==> config.mk <==
export PLATFORM = sky130hd
export DESIGN_NAME = sdram_stream_bridge
export DESIGN_NICKNAME = d
export VERILOG_FILES = /design/src/rtl/sdram_bridge_pkg.sv /design/src/rtl/burst_word_buf.sv /design/src/rtl/sdram_stream_bridge.sv
export SDC_FILE = /design/constraint.sdc
export NUM_CORES = 1
export LEC_CHECK = 0
export CORE_MARGIN = 2
export CORE_UTILIZATION = 45
export CTS_CLUSTER_SIZE = 20
export DETAILED_ROUTE_END_ITERATION = 7
export HOLD_SLACK_MARGIN = 0.06
export PLACE_DENSITY = 0.67
export SLEW_MARGIN = 20
export SYNTH_ARGS = -nofsm -noshare
export SYNTH_HDL_FRONTEND = slang
export SYNTH_HIERARCHICAL = 1
export SYNTH_SLANG_ARGS = --single-unit
==> constraint.sdc <==
create_clock -name sclk -period 7.8 [get_ports sclk]
set_clock_uncertainty 0.05 [all_clocks]
set_input_delay 1.56 -clock sclk [delete_from_list [all_inputs] [get_ports sclk]]
set_output_delay 1.56 -clock sclk [all_outputs]
set_load 0.005 [all_outputs]
==> src/rtl/sdram_bridge_pkg.sv <==
// Shared types and helpers for the byte-stream <-> SDRAM burst bridge.
package sdram_bridge_pkg;

  typedef enum logic [2:0] {
    ST_IDLE,
    ST_WR_START,
    ST_WR_BURST,
    ST_RD_START,
    ST_RD_BURST
  } state_e;

  function automatic int unsigned bpw(input int unsigned data_w);
    return data_w / 8;
  endfunction

  function automatic int unsigned bursts_max(input int unsigned region_words,
                                             input int unsigned burst_len);
    return region_words / burst_len;
  endfunction

  // Advance a word pointer inside [base, base+region); region is a power of 2.
  function automatic logic [31:0] ptr_advance(input logic [31:0] ptr,
                                              input logic [31:0] base,
                                              input logic [31:0] step,
                                              input logic [31:0] region);
    logic [31:0] off;
    off = (ptr - base + step) & (region - 32'd1);
    return base + off;
  endfunction

endpackage

==> src/rtl/burst_word_buf.sv <==
// BURST_LEN-deep word register file with independent write/read indices.
module burst_word_buf #(
  parameter int DEPTH  = 4,
  parameter int DATA_W = 16
) (
  input  logic                       sclk,
  input  logic                       srst_n,
  input  logic                       clr,
  input  logic                       wr_en,
  input  logic [DATA_W-1:0]          wr_word,
  input  logic                       rd_adv,
  output logic [DATA_W-1:0]          rd_word,
  output logic [$clog2(DEPTH+1)-1:0] wr_idx,
  output logic [$clog2(DEPTH+1)-1:0] rd_idx,
  output logic                       full,
  output logic                       empty
);
  localparam int IW = $clog2(DEPTH + 1);
  localparam int AW = (DEPTH > 1) ? $clog2(DEPTH) : 1;

  logic [DATA_W-1:0] mem [DEPTH];

  assign full    = (wr_idx == IW'(DEPTH));
  assign empty   = (rd_idx == wr_idx);
  assign rd_word = mem[rd_idx[AW-1:0]];

  // clr only rewinds the indices; stale contents are never visible past wr_idx.
  always_ff @(posedge sclk or negedge srst_n) begin
    if (!srst_n) begin
      wr_idx <= '0;
      rd_idx <= '0;
      for (int i = 0; i < DEPTH; i++) mem[i] <= '0;
    end else if (clr) begin
      wr_idx <= '0;
      rd_idx <= '0;
    end else begin
      if (wr_en && !full) begin
        mem[wr_idx[AW-1:0]] <= wr_word;
        wr_idx              <= wr_idx + IW'(1);
      end
      if (rd_adv && !empty) rd_idx <= rd_idx + IW'(1);
    end
  end

endmodule

==> src/rtl/sdram_stream_bridge.sv <==
// Packs a byte stream into SDRAM write bursts and unpacks read bursts back into
// bytes, treating a circular SDRAM region as a large FIFO.
module sdram_stream_bridge
  import sdram_bridge_pkg::*;
#(
  parameter int          DATA_W       = 16,
  parameter int          BURST_LEN    = 4,
  parameter int          ADDR_W       = 21,
  parameter int unsigned BASE_ADDR    = 0,
  parameter int          REGION_WORDS = 2048
) (
  input  logic              sclk,
  input  logic              srst_n,
  input  logic              in_valid,
  input  logic [7:0]        in_data,
  output logic              in_ready,
  input  logic              rd_req,
  output logic              rd_drop,
  output logic              out_valid,
  output logic [7:0]        out_data,
  input  logic              out_ready,
  output logic              wr_trig,
  output logic [8:0]        wr_len,
  output logic [ADDR_W-1:0] wr_addr,
  output logic [DATA_W-1:0] wr_data,
  input  logic              wr_data_en,
  output logic              rd_trig,
  output logic [8:0]        rd_len,
  output logic [ADDR_W-1:0] rd_addr,
  input  logic [DATA_W-1:0] rd_data,
  input  logic              rd_data_en,
  output logic              busy
);
  localparam int BPW  = bpw(DATA_W);
  localparam int BMAX = bursts_max(REGION_WORDS, BURST_LEN);
  localparam int BW   = (BPW > 1) ? $clog2(BPW) : 1;
  localparam int SW   = $clog2(BMAX + 1);
  localparam int IW   = $clog2(BURST_LEN + 1);

  state_e            state_q, state_d;
  logic [ADDR_W-1:0] wr_ptr, rd_ptr;
  logic [SW-1:0]     stored;
  logic              rd_pend;
  logic [BW-1:0]     byte_cnt, rbyte;
  logic [DATA_W-1:0] pack_q, pack_next;

  logic              wb_full, wb_empty, rb_full, rb_empty;
  logic [IW-1:0]     wb_widx, wb_ridx, rb_widx, rb_ridx;
  logic [DATA_W-1:0] wb_word, rb_word;

  logic in_fire, byte_last, word_done;
  logic wr_beat, wr_last, rd_beat, rd_last;
  logic out_fire, rbyte_last, rb_adv, rb_clr, can_read;
  logic unused_flags;

  assign in_ready   = !wb_full && (stored < SW'(BMAX));
  assign in_fire    = in_valid && in_ready;
  assign byte_last  = (byte_cnt == BW'(BPW - 1));
  assign word_done  = in_fire && byte_last;

  assign wr_beat    = (state_q == ST_WR_BURST) && wr_data_en;
  assign wr_last    = wr_beat && (wb_ridx == IW'(BURST_LEN - 1));
  assign rd_beat    = (state_q == ST_RD_BURST) && rd_data_en;
  assign rd_last    = rd_beat && (rb_widx == IW'(BURST_LEN - 1));

  assign out_valid  = !rb_empty;
  assign out_data   = rb_word[{rbyte, 3'b000} +: 8];
  assign out_fire   = out_valid && out_ready;
  assign rbyte_last = (rbyte == BW'(BPW - 1));
  assign rb_adv     = out_fire && rbyte_last;
  assign rb_clr     = rb_adv && (rb_ridx == IW'(BURST_LEN - 1));

  // A burst committing this cycle makes data available to a same-cycle rd_req.
  assign can_read   = (stored != '0) || wr_last;

  assign wr_trig    = (state_q == ST_WR_START);
  assign rd_trig    = (state_q == ST_RD_START);
  assign busy       = (state_q != ST_IDLE);
  assign wr_len     = 9'(BURST_LEN);
  assign rd_len     = 9'(BURST_LEN);
  assign wr_addr    = wr_ptr;
  assign rd_addr    = rd_ptr;
  assign wr_data    = wb_word;

  assign unused_flags = ^{wb_empty, rb_full, wb_widx};

  // Little-endian packing: byte k of a word lands in bits [8k+7:8k].
  always_comb begin
    pack_next = pack_q;
    pack_next[{byte_cnt, 3'b000} +: 8] = in_data;
  end

  burst_word_buf #(.DEPTH(BURST_LEN), .DATA_W(DATA_W)) u_wbuf (
    .sclk    (sclk),
    .srst_n  (srst_n),
    .clr     (wr_last),
    .wr_en   (word_done),
    .wr_word (pack_next),
    .rd_adv  (wr_beat),
    .rd_word (wb_word),
    .wr_idx  (wb_widx),
    .rd_idx  (wb_ridx),
    .full    (wb_full),
    .empty   (wb_empty)
  );

  burst_word_buf #(.DEPTH(BURST_LEN), .DATA_W(DATA_W)) u_rbuf (
    .sclk    (sclk),
    .srst_n  (srst_n),
    .clr     (rb_clr),
    .wr_en   (rd_beat),
    .wr_word (rd_data),
    .rd_adv  (rb_adv),
    .rd_word (rb_word),
    .wr_idx  (rb_widx),
    .rd_idx  (rb_ridx),
    .full    (rb_full),
    .empty   (rb_empty)
  );

  // Writes take priority so a full wbuf never stalls the input behind a read.
  always_comb begin
    state_d = state_q;
    case (state_q)
      ST_IDLE: begin
        if (wb_full)                 state_d = ST_WR_START;
        else if (rd_pend && rb_empty) state_d = ST_RD_START;
      end
      ST_WR_START: state_d = ST_WR_BURST;
      ST_WR_BURST: if (wr_last) state_d = ST_IDLE;
      ST_RD_START: state_d = ST_RD_BURST;
      ST_RD_BURST: if (rd_last) state_d = ST_IDLE;
      default:     state_d = ST_IDLE;
    endcase
  end

  always_ff @(posedge sclk or negedge srst_n) begin
    if (!srst_n) begin
      state_q  <= ST_IDLE;
      wr_ptr   <= ADDR_W'(BASE_ADDR);
      rd_ptr   <= ADDR_W'(BASE_ADDR);
      stored   <= '0;
      rd_pend  <= 1'b0;
      rd_drop  <= 1'b0;
      byte_cnt <= '0;
      rbyte    <= '0;
      pack_q   <= '0;
    end else begin
      state_q <= state_d;
      rd_drop <= rd_req && !can_read;
      if (rd_last)                  rd_pend <= 1'b0;
      else if (rd_req && can_read)  rd_pend <= 1'b1;
      if (wr_last) begin
        stored <= stored + SW'(1);
        wr_ptr <= ADDR_W'(ptr_advance(32'(wr_ptr), 32'(BASE_ADDR),
                                      32'(BURST_LEN), 32'(REGION_WORDS)));
      end else if (rd_last) begin
        stored <= stored - SW'(1);
        rd_ptr <= ADDR_W'(ptr_advance(32'(rd_ptr), 32'(BASE_ADDR),
                                      32'(BURST_LEN), 32'(REGION_WORDS)));
      end
      if (in_fire) begin
        pack_q   <= pack_next;
        byte_cnt <= byte_last ? '0 : byte_cnt + BW'(1);
      end
      if (out_fire) rbyte <= rbyte_last ? '0 : rbyte + BW'(1);
    end
  end

endmodule

Yosys cells after proc, flatten, opt, wreduce, memory -nomap -nowiden
Cells that the tools add are included.
{"block": "classes", "add_sub_neg": 11, "order_cmp": 7, "eq_ne": 14, "n_shift": 3, "muxes": 32, "n_bitwise": 6, "reduce_logical": 38}
{"operator": "64-bit bitwise mux", "count": 2}
{"operator": "16-bit 2-to-1 mux", "count": 6}
{"operator": "16-bit binary-select mux with 2-bit select", "count": 2}
{"operator": "16-bit demux with 2-bit select", "count": 2}
{"operator": "3-bit 2-to-1 mux", "count": 12}
{"operator": "11-bit by 3-bit adder with 11-bit output (second input constant)", "count": 2}
{"operator": "10-bit 2-to-1 mux", "count": 2}
{"operator": "1-bit logical AND", "count": 19}
{"operator": "16-bit bitwise mux", "count": 1}
{"operator": "8-bit by 6-bit variable shift with 16-bit output (first input constant)", "count": 1}
{"operator": "16-bit by 5-bit variable part select with 8-bit output", "count": 1}
{"operator": "8-bit by 6-bit variable part select with 16-bit output", "count": 1}
{"operator": "3-bit by 2-bit == test with 1-bit output (second input constant)", "count": 5}
{"operator": "3-bit one-hot mux with 5 select lines", "count": 1}
{"operator": "3-bit by 1-bit adder with 3-bit output (second input constant)", "count": 4}
{"operator": "3-bit greater-or-equal comparator (second input constant)", "count": 4}
{"operator": "2-bit inverter with 3-bit output", "count": 4}
{"operator": "2-bit nonzero test", "count": 6}
{"operator": "10-bit by 1-bit adder with 10-bit output (second input constant)", "count": 1}
{"operator": "10-bit less-than comparator (second input constant)", "count": 1}
{"operator": "10-bit nonzero test", "count": 1}
{"operator": "10-bit by 1-bit subtractor with 10-bit output (second input constant)", "count": 1}
{"operator": "3-bit == test (second input constant)", "count": 3}
{"operator": "3-bit == test", "count": 2}
{"operator": "other kinds (14)", "count": 27}
{"block": "word_totals", "regBits": 195, "in_bits": 31, "out_inout_bits": 90}

Depth between registers and ports, before layout
{"block": "logic_depth", "depth_word": 8, "depth_mapped": 11, "mapped_depth_nobuf": 9}

Cells and area by module
The synthesis kept the hierarchy.
{"mod": "burst_word_buf", "instances": 2, "cells_per_inst": 205, "area_per_inst_um2": 3276.9}
{"mod": "sdram_stream_bridge", "instances": 1, "cells_per_inst": 294, "area_per_inst_um2": 3121.7}

Worst setup path after synthesis
Ideal clock, no wire load.
{"block": "synth_timing", "kind": "input -> register", "startpoint": "input wr_data_en", "endpoint": "register stored[8]", "setup_time_ns": 0.136, "arrival_ns": 3.443, "setup_slack_ns": 4.171, "stages": 9, "path_cell_list": "nand4b_1 > or3_1 > buf_6 > ha_1 > nor2b_1 > o31a_1 > o311a_1 > o21ai_0 > o311ai_1"}
{"block": "synth_via", "elab_chain_len": 3, "elab_cells_between_ends": 4, "cone_classes": "mux: 1; reduce/logical: 3"}
{"element": "start, declared", "line": "sdram_stream_bridge.sv:26", "rtl": "input logic wr_data_en,"}
{"element": "1-bit logical AND (*)", "line": "sdram_stream_bridge.sv:61", "rtl": "assign wr_beat = (state_q == ST_WR_BURST) && wr_data_en;"}
{"element": "1-bit logical AND (*)", "line": "sdram_stream_bridge.sv:62", "rtl": "assign wr_last = wr_beat && (wb_ridx == IW'(BURST_LEN - 1));"}
{"element": "10-bit 2-to-1 mux or 2-bit nonzero test (tied branches)"}
{"element": "end signal, assigned", "line": "sdram_stream_bridge.sv:154", "rtl": "stored <= stored + SW'(1);"}
{"element": "end signal, assigned", "line": "sdram_stream_bridge.sv:158", "rtl": "stored <= stored - SW'(1);"}
{"element": "end, declared", "line": "sdram_stream_bridge.sv:42", "rtl": "logic [SW-1:0] stored;"}
Mark *: on every way between the ends. The rest lies on a longest branch, timed or not.
A chain may end at the register's enable or synchronous reset.

Worst setup path after layout
{"block": "layout_timing", "startpoint": "input wr_data_en", "endpoint": "register u_wbuf/mem[52] (netlist name)"}
{"block": "layout_via", "elab_chain_len": 4}
{"element": "1-bit logical AND", "line": "sdram_stream_bridge.sv:61"}
{"element": "1-bit logical AND", "line": "sdram_stream_bridge.sv:62"}
{"element": "named net wr_last", "line": "sdram_stream_bridge.sv:52", "rtl": "logic wr_beat, wr_last, rd_beat, rd_last;"}
{"element": "1-bit inverter (no source line)"}
{"element": "2-bit AND reduction (no source line)"}
{"element": "end signal, assigned by index", "line": "burst_word_buf.sv:38", "rtl": "mem[wr_idx[AW-1:0]] <= wr_word;"}
{"element": "end, declared", "line": "burst_word_buf.sv:21", "rtl": "logic [DATA_W-1:0] mem [DEPTH];"}
The timed path passes the listed nets, and every way through them passes these cells.

==> results.ini <==
[status]
outcome = complete, no violations

[floorplanning]
num_io_pins = 121
rows = 53
die_x_um = 151
initial_core_util_pct = 46.0
die_area_mm2 = 0.0227
die_h_um = 151
core_area_mm2 = 0.0210

[yosys]
synth.avg_cell_area_um2 = 13.8
syn_inst = 702
yosysWarningCount = 6
synth_area_mm2 = 0.00967

[critical_path]
endpoint_kind = register
crit_type = primary input to register
slowest_delay_ps = 920
crit_arrival_ps = 4630
required_ps = 8070
cp_cell_sequence = clkdlybuf4s50_1, nand4b_1, or3_1, clkinv_4, nor2b_2, and3b_1, mux2_2
critPathMaxFanout = 16
startpoint_type = primary input
crit_slowest_cell = and3b_1
cp_num_buf_inv = 2
critical-path-top-delay-family = simple AND/OR/NAND/NOR gates

[power]
p_switching_mw = 1.52
ir_drop_mv = 0.167
swShare_pct = 33.5
p_clk_share_pct = 19.7
leakagePower_nw = 4.87
combPwrFrac_pct = 41.3
p_int_mw = 3.02
sequentialPowerShare_pct = 39.0
p_per_area_mw_per_mm2 = 409

[placement]
dp_hpwl_um = 12900
globalplace.congestion = 0.745
portBuffers = 78

[timing]
setup_viol = 0
finalMaxSlewViolations = 0
max_freq_ghz = 0.230
hold_ws_ps = 446
finalCritPeriodShare_pct = 55.9
tns_ps = 0
tightest_slew_ps = 1120
period_minus_slack_ps = 4360
relSlewSlack_pct = 25.2
hold_viol_final = 0
rsz0062_at_grt = false

[route]
final_antenna_net_count = 0
drc_errors = 0
vias = 5790
finalWirelength_um = 19400
avgViaCountPerCell = 5.46
drt_iter0_drc = 291
wl_per_cell_um = 18.3
firstDrtPassIters = 4

[cts]
cts_made_buffers = 17
postCtsSetupRepairBufs = 0
clock_sinks = 191
clk_latency_ps = 450
clockBufferDepth = 2
clk_pin_slew_worst_paths_ps = 80
htreeDepth = 4
ctsResizeCount = 0
clockRootBuffer = clkbuf_16
tritoncts = done
postCtsHoldBufs = 0

[job]
drv_cap = 0

[layout]
final_util_pct = 52.8
areaGrowthSynthToFinish_pct = 14.8
nNetsFinal = 825
antenna-diode-count = 0
final_layout_size_suffix_gt1_share_pct = 32.7

[grt]
grt_pass1_wl_um = 31700
antenna_found_initial = 0
grt_pass1_vias = 6159
grt_max_degree = 109
grt_usage_pct = 18.0
grt_remaining_overflow = 0

[min_path]
hold_class = register to register

-- sequential cells by signal, summed over array words and instances, names as in the netlist --
register	count
byte_cnt	1
stored	10
u_rbuf/rd_idx	3
state_q	3
u_rbuf/wr_idx	3
wr_addr	9
u_wbuf/rd_idx	3
rbyte	1
rd_addr	9
u_wbuf/mem	64
pack_q	16
rd_drop	1
u_rbuf/mem	64
u_wbuf/wr_idx	3
rd_pend	1
-- power by group through the flow --
stage	clock network [mW]	registers, mW	logic (mW)
2_1_floorplan	0	1.62	1.42
3_3_place_gp	0	1.74	1.80
3_5_place_dp	0	1.79	1.88
4_1_cts	0.920	1.77	1.90
5_1_grt	0.959	1.83	2.06
6_report	0.893	1.77	1.87
-- per-layer routing --
| metal | vias to the layer above | routed length [um] | GRT usage (%) | share of wire, % |
|---|---|---|---|---|
| li1 | 2615 | - | - | - |
| met1 | 3012 | 8450 | 23.3 | 44 |
| met2 | 141 | 9870 | 30.7 | 51 |
| met3 | 22 | 787 | 3.30 | 4.1 |
| met4 | 0 | 251 | 5.47 | 1.3 |
| met5 | - | 0 | 0 | 0 |
-- metrics by stage --
stage               total power [mW]  setup slack, ps  cells  cell area [um^2]
floorplan                       3.04             4170    742              9820
global placement                3.55             3140   1029             10500
detailed placement              3.67             2990   1029             10500
CTS                             4.59             3450   1061             11100
global route                    4.85             3270   1061             11100
finish                          4.54             3440   1061             11100
-- path summary, 6_finish.rpt --
path                                    endpoint        startpoint  slack (ps)  cells past startpoint
worst max register to register    u_rbuf/mem[52]  u_rbuf/rd_idx[1]        3710                      8
worst min register to register       rd_addr[10]       rd_addr[10]         450                      1
worst max-delay path              u_wbuf/mem[52]        wr_data_en        3440                      7
worst min-delay path                 rd_addr[10]       rd_addr[10]         450                      1
max in group asynchronous       u_rbuf/rd_idx[2]            srst_n        5250                      2
min in group asynchronous            rd_addr[10]            srst_n        1170                      1
-- cell type report --
class                      instances  area [um^2]
timing repair buffer              81          811
clock buffer                      17          425
fill                            1715         9920
tap                              275          344
inverter                          16         65.1
clock inverter                    15          201
multi-input combinational        466         4470
sequential                       191         4780
-- cell usage in the layout, fill, tap and decap left out, types with 4 or more instances in the layout --
master	count
a31oi_1	5
and4b_1	4
a21oi_1	13
nor3_1	5
or3_1	4
inv_8	4
ha_1	20
nand3_1	9
nand3_2	6
inv_1	15
and3_1	10
nand2_1	19
mux2_4	20
mux2_2	153
clkdlybuf4s50_1	77
clkbuf_16	17
o21ai_0	7
clkinv_8	5
conb_1	42
xnor2_1	24
clkinv_4	4
dfrtp_1	191
xor2_1	6
nor2_1	24
nor2b_1	5
mux4_2	32
nand4_1	8
No activity file was read; power rests on OpenSTA's default activity.
